[src/rtl/cmp_pkg.sv]
// Shared types and helpers for the digit-serial magnitude comparator.
package cmp_pkg;

    typedef enum logic [1:0] {
        IDLE = 2'd0,
        CMP  = 2'd1,
        DONE = 2'd2
    } cmp_state_t;

    // Number of digit steps needed to walk a WIDTH-bit operand DIGIT bits at a time.
    function automatic int cmp_steps(input int width, input int digit);
        return width / digit;
    endfunction

    // Counter width for the step index; a single-step operand still needs one bit.
    function automatic int cmp_cnt_width(input int steps);
        return (steps > 1) ? $clog2(steps) : 1;
    endfunction

endpackage

[src/rtl/cmp_digit.sv]
// Combinational compare of one DIGIT-bit slice of the two operands.
module cmp_digit #(
    parameter int DIGIT = 2
) (
    input  logic [DIGIT-1:0] a,
    input  logic [DIGIT-1:0] b,
    output logic             lt,
    output logic             gt,
    output logic             eq
);

    assign lt = (a < b);
    assign gt = (a > b);
    assign eq = (a == b);

endmodule

[src/rtl/seq_mag_comparator.sv]
// Digit-serial MSB-first magnitude comparator with valid/ready on both sides.
// Define CMP_EARLY_EXIT_EN to finish as soon as the first differing digit is seen.
//
// state | meaning
// IDLE  | waiting for operands, in_ready high
// CMP   | walking digits MSB-first, first difference latches lt/gt
// DONE  | result held on lt/gt/eq until out_ready
module seq_mag_comparator
    import cmp_pkg::*;
#(
    parameter int WIDTH = 8,
    parameter int DIGIT = 2
) (
    input  logic             clk,
    input  logic             rst,
    input  logic             in_valid,
    output logic             in_ready,
    input  logic [WIDTH-1:0] a,
    input  logic [WIDTH-1:0] b,
    input  logic             signed_mode,
    output logic             out_valid,
    input  logic             out_ready,
    output logic             lt,
    output logic             gt,
    output logic             eq
);

    localparam int STEPS = cmp_steps(WIDTH, DIGIT);
    localparam int CNT_W = cmp_cnt_width(STEPS);
    localparam logic [CNT_W-1:0] LAST_STEP = CNT_W'(STEPS - 1);

    generate
        if (WIDTH < 2 || DIGIT < 1 || DIGIT > WIDTH || (WIDTH % DIGIT) != 0) begin : g_bad_params
            $error("seq_mag_comparator: illegal WIDTH/DIGIT combination");
        end
    endgenerate

    cmp_state_t       state;
    logic [WIDTH-1:0] sh_a;
    logic [WIDTH-1:0] sh_b;
    logic [CNT_W-1:0] step;
    logic             dig_lt;
    logic             dig_gt;
    logic             dig_eq;
    logic             decided;
    logic             last_step;
    logic             finish;

    cmp_digit #(.DIGIT(DIGIT)) u_digit (
        .a  (sh_a[WIDTH-1 -: DIGIT]),
        .b  (sh_b[WIDTH-1 -: DIGIT]),
        .lt (dig_lt),
        .gt (dig_gt),
        .eq (dig_eq)
    );

    assign in_ready  = (state == IDLE) && !rst;
    assign out_valid = (state == DONE);
    assign decided   = lt || gt;
    assign last_step = (step == LAST_STEP);

`ifdef CMP_EARLY_EXIT_EN
    assign finish = last_step || (!decided && !dig_eq);
`else
    assign finish = last_step;
`endif

    always_ff @(posedge clk) begin
        if (rst) begin
            state <= IDLE;
            sh_a  <= '0;
            sh_b  <= '0;
            step  <= '0;
            lt    <= 1'b0;
            gt    <= 1'b0;
            eq    <= 1'b0;
        end else begin
            case (state)
                IDLE: begin
                    if (in_valid) begin
                        // Flipping both sign bits maps two's-complement order onto unsigned order.
                        sh_a  <= signed_mode ? {~a[WIDTH-1], a[WIDTH-2:0]} : a;
                        sh_b  <= signed_mode ? {~b[WIDTH-1], b[WIDTH-2:0]} : b;
                        step  <= '0;
                        lt    <= 1'b0;
                        gt    <= 1'b0;
                        eq    <= 1'b0;
                        state <= CMP;
                    end
                end
                CMP: begin
                    if (!decided) begin
                        lt <= dig_lt;
                        gt <= dig_gt;
                    end
                    sh_a <= sh_a << DIGIT;
                    sh_b <= sh_b << DIGIT;
                    step <= step + 1'b1;
                    if (finish) begin
                        eq    <= !(decided || dig_lt || dig_gt);
                        state <= DONE;
                    end
                end
                DONE: begin
                    if (out_ready) begin
                        state <= IDLE;
                    end
                end
                default: state <= IDLE;
            endcase
        end
    end

endmodule

[config.mk]
export PLATFORM = sky130hd
export DESIGN_NAME = seq_mag_comparator
export DESIGN_NICKNAME = d
export VERILOG_FILES = /design/src/rtl/cmp_pkg.sv /design/src/rtl/cmp_digit.sv /design/src/rtl/seq_mag_comparator.sv
export SDC_FILE = /design/constraint.sdc
export NUM_CORES = 1
export LEC_CHECK = 0
export CORE_MARGIN = 5
export CORE_UTILIZATION = 50
export CTS_BUF_LIST = sky130_fd_sc_hd__clkbuf_8
export DETAILED_ROUTE_END_ITERATION = 6
export PLACE_DENSITY = 0.8
export SLEW_MARGIN = 5
export SYNTH_ARGS = -nofsm -noshare
export SYNTH_HDL_FRONTEND = slang
export SYNTH_SLANG_ARGS = --single-unit
[constraint.sdc]
create_clock -name clk -period 1.42 [get_ports clk]
set_input_delay 0.142 -clock clk [delete_from_list [all_inputs] [get_ports clk]]
set_output_delay 0.142 -clock clk [all_outputs]
set_load 0.1 [all_outputs]
==> metrics, run 1 <==
P&R area growth vs syn=42.3%; sequential group share of total power=0.478; Final TNS setup=0 ns; min-delay src=b[2]; worst r2r src=sh_b[7]$_SDFFE_PP0P_; hold path depth=3; Comb power frac=0.266; status=finished clean; FMAX=0.705 GHz; CORE AREA=around 2100 um2; clock tree buffer depth=2; DIE AREA=about 3200 um2; row count=17; Int Power=about 1.1 mW; post-synthesis average cell area=8.67 um2; pin count of the biggest net entering global routing=14; n_diodes=0; GP Congestion=0.769; NetSw=between 0.4 and 0.5 mW; Mapped Cells=126; Post-Place Setup Slack=-0.102 ns; Yosys top cell by area=dfxtp_1; flops & latches, synth=23; most numerous cell in the Yosys netlist=dfxtp_1; Antenna Nets Post-Route=0; total grt overflow=0; layout cells sized above 1=0.234; Skew-Pair Late Insertion Delay=0.26 ns; Synth top area share=0.422; number of enable flip-flop cells after synthesis=0; Sink Count=23; CTS Hold Bufs=0; Final #Nets=183; flop2flop setup slack=0.001 ns; period utilisation layout=0.999; Slew @ Worst Pin=just under 0.3 ns; Remaining DRCs=0; Die Width=56.7 um; sw frac=0.292; synth cell count leaders=dfxtp_1 (23), nor2_1 (20), nand2_1 (13); max_slew headroom=0.802; DPL Wire Length=2020 um; via count=a little over 1000; Pwr Density=993 nW/um2; CP startpoint kind=flip-flop; final setup vio count=0; placed cell areas=1480 um2; final hold vios=0; global-route wire length before repair=about 4500 um; Slowest-stage cell, CP=or4_4; Final Util=0.723; crit path DAT=between 1.5 and 2 ns; slowest stage delay, CP=around 0.50 ns; WP data required=roughly 1.6 ns; HP Class=primary input to flip-flop; CP Cell Sequence=inv_1, ha_4, nand2_1, or4_4, o21ai_2; hold_ws=between 0.4 and 0.5 ns; Synthesis Warnings=0; mapped cell area=roughly 1100 um2; Initial Utilization=0.508; initial antenna violation count=0; Seq/Total Area, Yosys=0.422; DR WL/cell=~14 um; Period minus WS final=1.42 ns; syn nets=150; vias per inst=around 5.5; CTS root buf=clkbuf_8; CP Max Fanout=3; Num CTS Buffers=3; Post-CTS Setup Inserts=0; Setup crit end kind=flip-flop; CTS clk-pin slew, worst paths=0.08 ns; Die Y=56.7 um; fin area=1550 um2; maximum vdd drop=0.000897 V; Clock Power Share=0.256; Static Leakage=0.621 nW; RSZ-0062 raised after global routing=true; dominant cells by area after synthesis=dfxtp_1 (42%), nor2_1 (6.9%), a211oi_1 (6.2%), a21oi_1 (4.6%), nand2_1 (4.5%); I/O pin cnt=26; clk_skew=0.000719 ns; final worst slack=0.00149 ns; buffers added on ports=25; CTS tree=done; first-pass detailed-route iteration total=4; Post-synth ARST share=0; routed wire length=2650 um; Main synth FF type=dfxtp_1; Initial DRC Count=24; number of global-route vias before repair=1058; total of max-cap violations=0; # H-tree levels=1; RR Endpoint=eq$_SDFFE_PP0P_; hold endpoint=sh_b[2]$_SDFFE_PP0P_; critical path class=flip-flop to flip-flop; Pins Over Slew Limit=0; R2R cell count=5; total track usage=0.173; Distinct cells, synth=33
final cells by class:
class / count / area, um2
multi-input cells: 90 / 601
fillers: 185 / 594
flip-flops and latches: 23 / 467
repair buffers: 37 / 390
clock buffers: 3 / 41.3
well taps: 28 / 35.0
inverters: 4 / 15.0
clock inverters: 1 / 5.00
metrics by stage:
stage,std cells,total power [mW]
4_1_cts,186,1.55
2_1_floorplan,126,0.990
3_3_place_gp,182,1.13
5_1_grt,186,1.63
3_5_place_dp,182,1.15
6_report,186,1.54
power by group through the flow:
stage	registers, mW	logic (mW)	clock network [mW]
after floorplan	0.774	0.216	0
after global placement	0.745	0.387	0
after detailed placement	0.748	0.399	0
after CTS	0.735	0.412	0.403
after global routing	0.743	0.451	0.439
final	0.737	0.410	0.395
kinds of logic (layout without fill, tap and decap cells):
kind of cell    Yosys count  count (layout)  share of synthesized area
compound gates           37              37                      0.245
xor+xnor                  2               2                     0.0160
fa+ha+maj                 3               3                     0.0344
buf+inv                  13              45                     0.0664
flops                    23              23                      0.422
mux                       1               1                    0.00916
simple gates             47              47                      0.207
routing by layer:
metal | routed length (um) | vias up | global-route usage
li1 | - | 506 | -
met1 | 1060 | 498 | 0.208
met2 | 1430 | 20 | 0.307
met3 | 89 | 8 | 0.0368
met4 | 68 | 0 | 0.0497
met5 | 0 | - | 0
cell usage in the layout, fill, tap and decap left out, types with 2 or more instances in the layout:
| cell type | count |
|---|---|
| ha_1 | 2 |
| nand2_1 | 13 |
| buf_12 | 5 |
| a221o_1 | 2 |
| inv_1 | 4 |
| xnor2_1 | 2 |
| nor2b_1 | 2 |
| o21ai_0 | 2 |
| nor3_1 | 2 |
| a21oi_1 | 10 |
| a211oi_1 | 9 |
| buf_4 | 12 |
| clkdlybuf4s50_1 | 20 |
| a22oi_1 | 6 |
| dfxtp_2 | 5 |
| clkbuf_8 | 3 |
| nor2_1 | 20 |
| dfxtp_1 | 18 |
sequential cells by signal, summed over array words and instances (netlist names):
register,cells
lt,1
step,2
sh_a,8
sh_b,8
gt,1
eq,1
state,2
worst max-delay path: cells and delay by family (launching register included):
family                   cells  cell delay [ns]
flip-flops                   1             0.34
buffers and inverters        1             0.06
AO/OA/AOI/OAI                1             0.13
AND/OR/NAND/NOR              2             0.57
adder cells (fa/ha/maj)      1             0.27
repair_timing:
action,4_1_cts,5_1_grt
endpoints found under the setup margin,2,5
pin swaps,1,1
gates resized for setup,5,2
worst max-delay path by stage:
stage	to	cells past startpoint	startpoint
after global routing	eq$_SDFFE_PP0P_	5	sh_b[7]$_SDFFE_PP0P_
after floorplan	in_ready	3	rst
after CTS	eq$_SDFFE_PP0P_	5	sh_b[7]$_SDFFE_PP0P_
after detailed placement	sh_a[7]$_SDFFE_PP0P_	4	in_valid
after global placement	sh_a[7]$_SDFFE_PP0P_	4	in_valid
final	eq$_SDFFE_PP0P_	5	sh_b[7]$_SDFFE_PP0P_
Note: power is estimated with default switching activity, not from simulation.
==> inputs of run 2 (changes only) <==
Settings changed: GPL_TIMING_DRIVEN set to 0.
==> run 2 against run 1 <==
Via count decreased by 3.6%; die area unchanged; fmax increased by 2.7%; hold slack got worse by 0.12 ns; register-to-register slack gained 0.05 ns; final cell count fell by 2.2%; global-route usage down 0.21 points; critical path depth fell by 2; sequential share of layout area increased by 1.8 points; flip-flop and latch count did not move; non-clock buffer count is 4 lower; power decreased by 1.3%.
==> metrics, run 2 (synthesis gave the netlist of run 1 again) <==
status=finished clean; crit path DAT=1.24 ns (-0.37 ns); Period minus WS final=1.38 ns (-0.0378 ns); Final #Nets=179 (-2.2%); Die Width=56.7 um (unchanged); layout cells sized above 1=0.182 (-0.0524); P&R area growth vs syn=33.7%; initial antenna violation count=0 (unchanged); final hold vios=0 (unchanged); global-route wire length before repair=4310 um (-4.7%); GP Congestion=0.755 (-1.7%); Pwr Density=1040 nW/um2 (+5.1%); RSZ-0062 raised after global routing=false; I/O pin cnt=26 (unchanged); DPL Wire Length=1800 um (-11%); critical path class=flip-flop to output pin; Power Total=1.52 mW (-1.3%); # H-tree levels=1 (unchanged); WP data required=1.28 ns (-0.33 ns); CP startpoint kind=flip-flop; vias per inst=5.47 (-1.5%); clk_skew=0.00359 ns (+0.00287 ns); Slew @ Worst Pin=0.545 ns (+0.249 ns); Die Y=56.7 um (unchanged); final setup vio count=0 (unchanged); CTS clk-pin slew, worst paths=0.09 ns (about the same); CTS Hold Bufs=0 (unchanged); buffers added on ports=24 (-4.0%); via count=995 (-3.6%); hold_ws=0.314 ns (-0.120 ns); Pins Over Slew Limit=0 (unchanged); n_diodes=0 (unchanged); Antenna Nets Post-Route=0 (unchanged); Final Util=0.680 (-0.0437); total of max-cap violations=0 (unchanged); biggest registers after layout=sh_a: 8 flops, sh_b: 8 flops; Initial Utilization=0.508 (unchanged); total grt overflow=0 (unchanged); FMAX=0.724 GHz (+2.7%); CORE AREA=2150 um2 (unchanged); CTS tree=done; flop2flop setup slack=0.05 ns (+0.05 ns); Initial DRC Count=7 (-71%); row count=17 (unchanged); Sink Count=23 (unchanged); maximum vdd drop=0.000701 V (-22%); max_slew headroom=0.638 (-0.164); first-pass detailed-route iteration total=4 (unchanged); routed wire length=2470 um (-6.9%); Setup crit end kind=output pin; Skew-Pair Late Insertion Delay=0.27 ns (about the same); Remaining DRCs=0 (unchanged); pin count of the biggest net entering global routing=14 (unchanged); Post-CTS Setup Inserts=0 (unchanged); DIE AREA=3220 um2 (unchanged); HP Class=primary input to flip-flop; Static Leakage=0.572 nW (-7.8%); PostCTS Resize Cnt=23 (+18); clock tree buffer depth=2 (unchanged); number of global-route vias before repair=998 (-5.7%); DR WL/cell=13.5 um (-4.8%); total track usage=0.171 (-0.00212); commonest non-fill, non-tap cells in the layout=nor2_1 (20), dfxtp_1 (20), clkdlybuf4s50_1 (19); CP Max Fanout=10 (+7); Num CTS Buffers=3 (unchanged); period utilisation layout=0.972 (-0.0266); CTS root buf=clkbuf_8
==> run 2: cell count changes in the layout (fill, tap and decap cells not counted), moves of 2 or more <==
cell	before	now
clkdlybuf4s15_2	0	3
buf_12	5	0
dfxtp_2	5	3
dfxtp_1	18	20
buf_4	12	6
clkbuf_1	0	2
buf_6	0	2
==> run 2: area by class of cell <==
cell class,instances,area [um2]
clock inverter,1,5.00
sequential,23,464
inverter,4,15.0
multi-input combinational,90,596
timing repair buffer,24,243
clock buffer,3,41.3
buffer,9,61.3
tap,28,35.0
fill,174,688
==> run 2: where the power goes <==
part | internal [mW] | total [mW] | leakage, nW | switching (mW)
sequential | 0.697 | 0.726 | 0.191 | 0.0291
combinational | 0.167 | 0.377 | 0.356 | 0.210
clock | 0.196 | 0.420 | 0.0255 | 0.224
total | 1.06 | 1.52 | 0.572 | 0.463
==> run 2: worst paths after layout <==
path	startpoint	end	depth (start not counted)
min	rst	sh_a[6]$_SDFFE_PP0P_	2
min reg2reg	sh_b[3]$_SDFFE_PP0P_	sh_b[5]$_SDFFE_PP0P_	2
max reg2reg	sh_b[7]$_SDFFE_PP0P_	eq$_SDFFE_PP0P_	5
max	state[1]$_SDFFE_PP0P_	in_ready	3
==> run 2: worst max-delay path, stage by stage, from the launching register on <==
cell     delay (ns)
dfxtp_1        0.33
buf_4          0.18
nor3_4         0.16
buf_4          0.31
==> run 2: routing by layer <==
metal	up-vias	share of wire	global-route usage	wire, um
met1	474	0.44	0.199	1090
met3	4	0.041	0.0460	102
li1	500	-	-	-
met2	17	0.50	0.287	1230
met4	0	0.019	0.0828	48
met5	-	0	0	0
==> run 2: stage by stage <==
step	setup WS (ns)	cell area, um2	std cells	TNS [ns]
floorplan	-0.0208	1110	126	-0.0208
global placement	-0.680	1390	178	-2.46
detailed placement	-0.710	1390	178	-2.93
CTS	0.00287	1440	182	0
global route	0.00129	1460	182	0
finish	0.0393	1460	182	0
==> inputs of run 3 (changes only) <==
Settings changed: CORE_ASPECT_RATIO set to 0.75, SYNTH_HIERARCHICAL set to 1.
==> run 3 against run 2 <==
The flow now finishes with violations (negative setup slack); utilization rose by 7.1 points; hold slack improved by 0.10 ns; clock power fell by 1%; power rose by 5.7%; die area rose by 2.4%; sequential share of layout area fell by 1.8 points; fmax fell by 6.1%; via count rose by 1.6%; critical path type is now flip-flop to flip-flop.
==> metrics, run 3 <==
DIE AREA=3300 um2 (+2.4%); total track usage=0.167 (-0.00386); n_diodes=0 (unchanged); CTS root buf=clkbuf_8; number of global-route vias before repair=963 (-3.5%); I/O pin cnt=26 (unchanged); final worst slack=-0.0508 ns (-0.0901 ns); buffers added on ports=25 (+4.2%); Post-Place Setup Slack=-0.815 ns (-0.105 ns); Yosys top cell by area=dfxtp_1; Period minus WS final=1.47 ns (+0.0901 ns); clock tree buffer depth=2 (unchanged); global-route wire length before repair=4310 um (unchanged); initial antenna violation count=0 (unchanged); P&R area growth vs syn=38.5%; Die Y=51.0 um (-10%); placed cell areas=1420 um2 (+2.3%); Antenna Nets Post-Route=0 (unchanged); Seq/Total Area, Yosys=0.411 (-0.0104); Synth top area share=0.411 (-0.0104); GP Congestion=0.749 (-0.90%); Main synth FF type=dfxtp_1; Final Util=0.751 (+0.0709); final hold vios=0 (unchanged); CTS Hold Bufs=0 (unchanged); Clock Power Share=0.257 (-0.019); dominant cells by area after synthesis=dfxtp_1 (41%), nor2_1 (6.4%), a22oi_1 (4.7%), a211oi_2 (4.5%), a21oi_1 (4.0%); failing checks=negative setup slack; CP startpoint kind=flip-flop; Post-synth ARST share=0 (unchanged); routed wire length=2720 um (+10%); fin area=1550 um2 (+6.3%); FMAX=0.680 GHz (-6.1%); post-synthesis average cell area=8.96 um2 (+3.3%); Comb power frac=0.288 (+0.040); Setup crit end kind=flip-flop; Sink Count=23 (unchanged); Mapped Cells=125 (-0.79%); Final TNS setup=-0.0508 ns (-0.0508 ns); Distinct cells, synth=33 (unchanged); total grt overflow=0 (unchanged); Pwr Density=1040 nW/um2 (-0.56%); final setup vio count=1 (+1); mapped cell area=1120 um2 (+2.5%); crit path DAT=1.68 ns (+0.44 ns); Initial DRC Count=37 (+30); Synthesis Warnings=6 (+6); first-pass detailed-route iteration total=4 (unchanged); CTS tree=done; vias per inst=5.65 (+3.3%); CP Max Fanout=2 (-8); critical path class=flip-flop to flip-flop; Num CTS Buffers=3 (unchanged); layout cells sized above 1=0.284 (+0.102); syn nets=149 (-0.67%); CTS clk-pin slew, worst paths=0.08 ns (about the same); pin count of the biggest net entering global routing=14 (unchanged); synth cell count leaders=dfxtp_1 (23), nor2_1 (19), nand2_1 (11); Slew @ Worst Pin=0.595 ns (+0.0497 ns); clk_skew=0.00252 ns (-0.00106 ns); Remaining DRCs=0 (unchanged); Initial Utilization=0.542 (+0.0333); Pins Over Slew Limit=0 (unchanged); Die Width=64.6 um (+14%); DPL Wire Length=1890 um (+5.3%); total of max-cap violations=0 (unchanged); row count=14 (-3); biggest registers after layout=sh_a: 8 flops, sh_b: 8 flops; Final #Nets=180 (+0.56%); Static Leakage=0.589 nW (+3.0%); max_slew headroom=0.604 (-0.0348); sequential group share of total power=0.455 (-0.022); RSZ-0062 raised after global routing=true; # H-tree levels=1 (unchanged); most numerous cell in the Yosys netlist=dfxtp_1; Skew-Pair Late Insertion Delay=0.27 ns (about the same); sw frac=0.307 (+0.00300); Int Power=1.12 mW (+5.2%); commonest non-fill, non-tap cells in the layout=clkdlybuf4s50_1 (20), nor2_1 (19), dfxtp_1 (19); WP data required=1.63 ns (+0.35 ns); status=finished with violations; commonest non-fill, non-tap cell in the layout=clkdlybuf4s50_1; DR WL/cell=15.2 um (+12%); Power Total=1.61 mW (+5.7%); maximum vdd drop=0.000882 V (+26%); number of enable flip-flop cells after synthesis=0 (unchanged); via count=1011 (+1.6%); flops & latches, synth=23 (unchanged); period utilisation layout=1.04 (+0.0635); NetSw=0.494 mW (+6.7%); HP Class=primary input to flip-flop; CORE AREA=2070 um2 (-3.8%)
-- run 3: changes by cell type after synthesis, moves of 2 or more --
| cell | delta |
|---|---|
| a221o_1 | -2 |
| o22ai_1 | +2 |
| nand2_1 | -2 |
| buf_6 | +2 |
| a211oi_1 | -3 |
| buf_4 | -3 |
| a211oi_2 | +4 |
| a21oi_2 | +4 |
| nor3_1 | -2 |
-- run 3: timing repair --
item,in CTS,in global routing
buffers inserted,1,0
gates resized for setup,31,10
endpoints found under the setup margin,6,6
pin swaps,5,6
-- run 3: path summary, 6_finish.rpt --
path,endpoint,cells after the start,slack (ns),start
worst min register to register,sh_b[5]$_SDFFE_PP0P_,2,0.50,sh_b[5]$_SDFFE_PP0P_
worst max-delay path,eq$_SDFFE_PP0P_,7,-0.05,sh_b[7]$_SDFFE_PP0P_
worst min-delay path,sh_a[6]$_SDFFE_PP0P_,3,0.42,a[6]
worst max register to register,eq$_SDFFE_PP0P_,7,-0.05,sh_b[7]$_SDFFE_PP0P_
-- run 3: cell families after synthesis --
kind of cell | synth area share
simple gates | 0.181
compound gates | 0.267
flops | 0.411
buf+inv | 0.0737
fa+ha+maj | 0.0335
xor+xnor | 0.0156
mux | 0.0179
-- run 3: critical path, stage by stage, from the launching register on --
cell	delay, ns
dfxtp_2	0.34
inv_2	0.04
ha_4	0.27
and2_4	0.15
a21oi_4	0.04
nor4_4	0.26
nand4b_1	0.15
a21oi_2	0.15
-- run 3: metrics by stage --
step / hold slack, ns / std cells
after floorplan: 0.215 / 125
after global placement: 0.456 / 174
after detailed placement: 0.493 / 174
after CTS: 0.415 / 179
after global routing: 0.430 / 179
final: 0.415 / 179
-- run 3: power groups by stage --
stage / clock, mW / combinational [mW] / sequential, mW
6_report: 0.414 / 0.464 / 0.732
5_1_grt: 0.457 / 0.505 / 0.737
3_3_place_gp: 0 / 0.378 / 0.736
4_1_cts: 0.418 / 0.444 / 0.728
3_5_place_dp: 0 / 0.388 / 0.738
2_1_floorplan: 0 / 0.238 / 0.763
-- run 3: layout make-up --
| class | instances | area [um2] |
|---|---|---|
| Inverter | 5 | 18.8 |
| Clock inverter | 1 | 5.00 |
| Tap cell | 24 | 30.0 |
| Clock buffer | 3 | 41.3 |
| Buffer | 9 | 63.8 |
| Sequential cell | 23 | 465 |
| Multi-Input combinational cell | 88 | 666 |
| Fill cell | 163 | 515 |
| Timing Repair Buffer | 26 | 262 |
-- run 3: metal layers --
metal	vias up	track usage	wire length, um
met4	0	0.0561	19
met2	34	0.264	1330
met3	2	0.0614	173
li1	497	-	-
met1	478	0.213	1210
met5	-	0	0
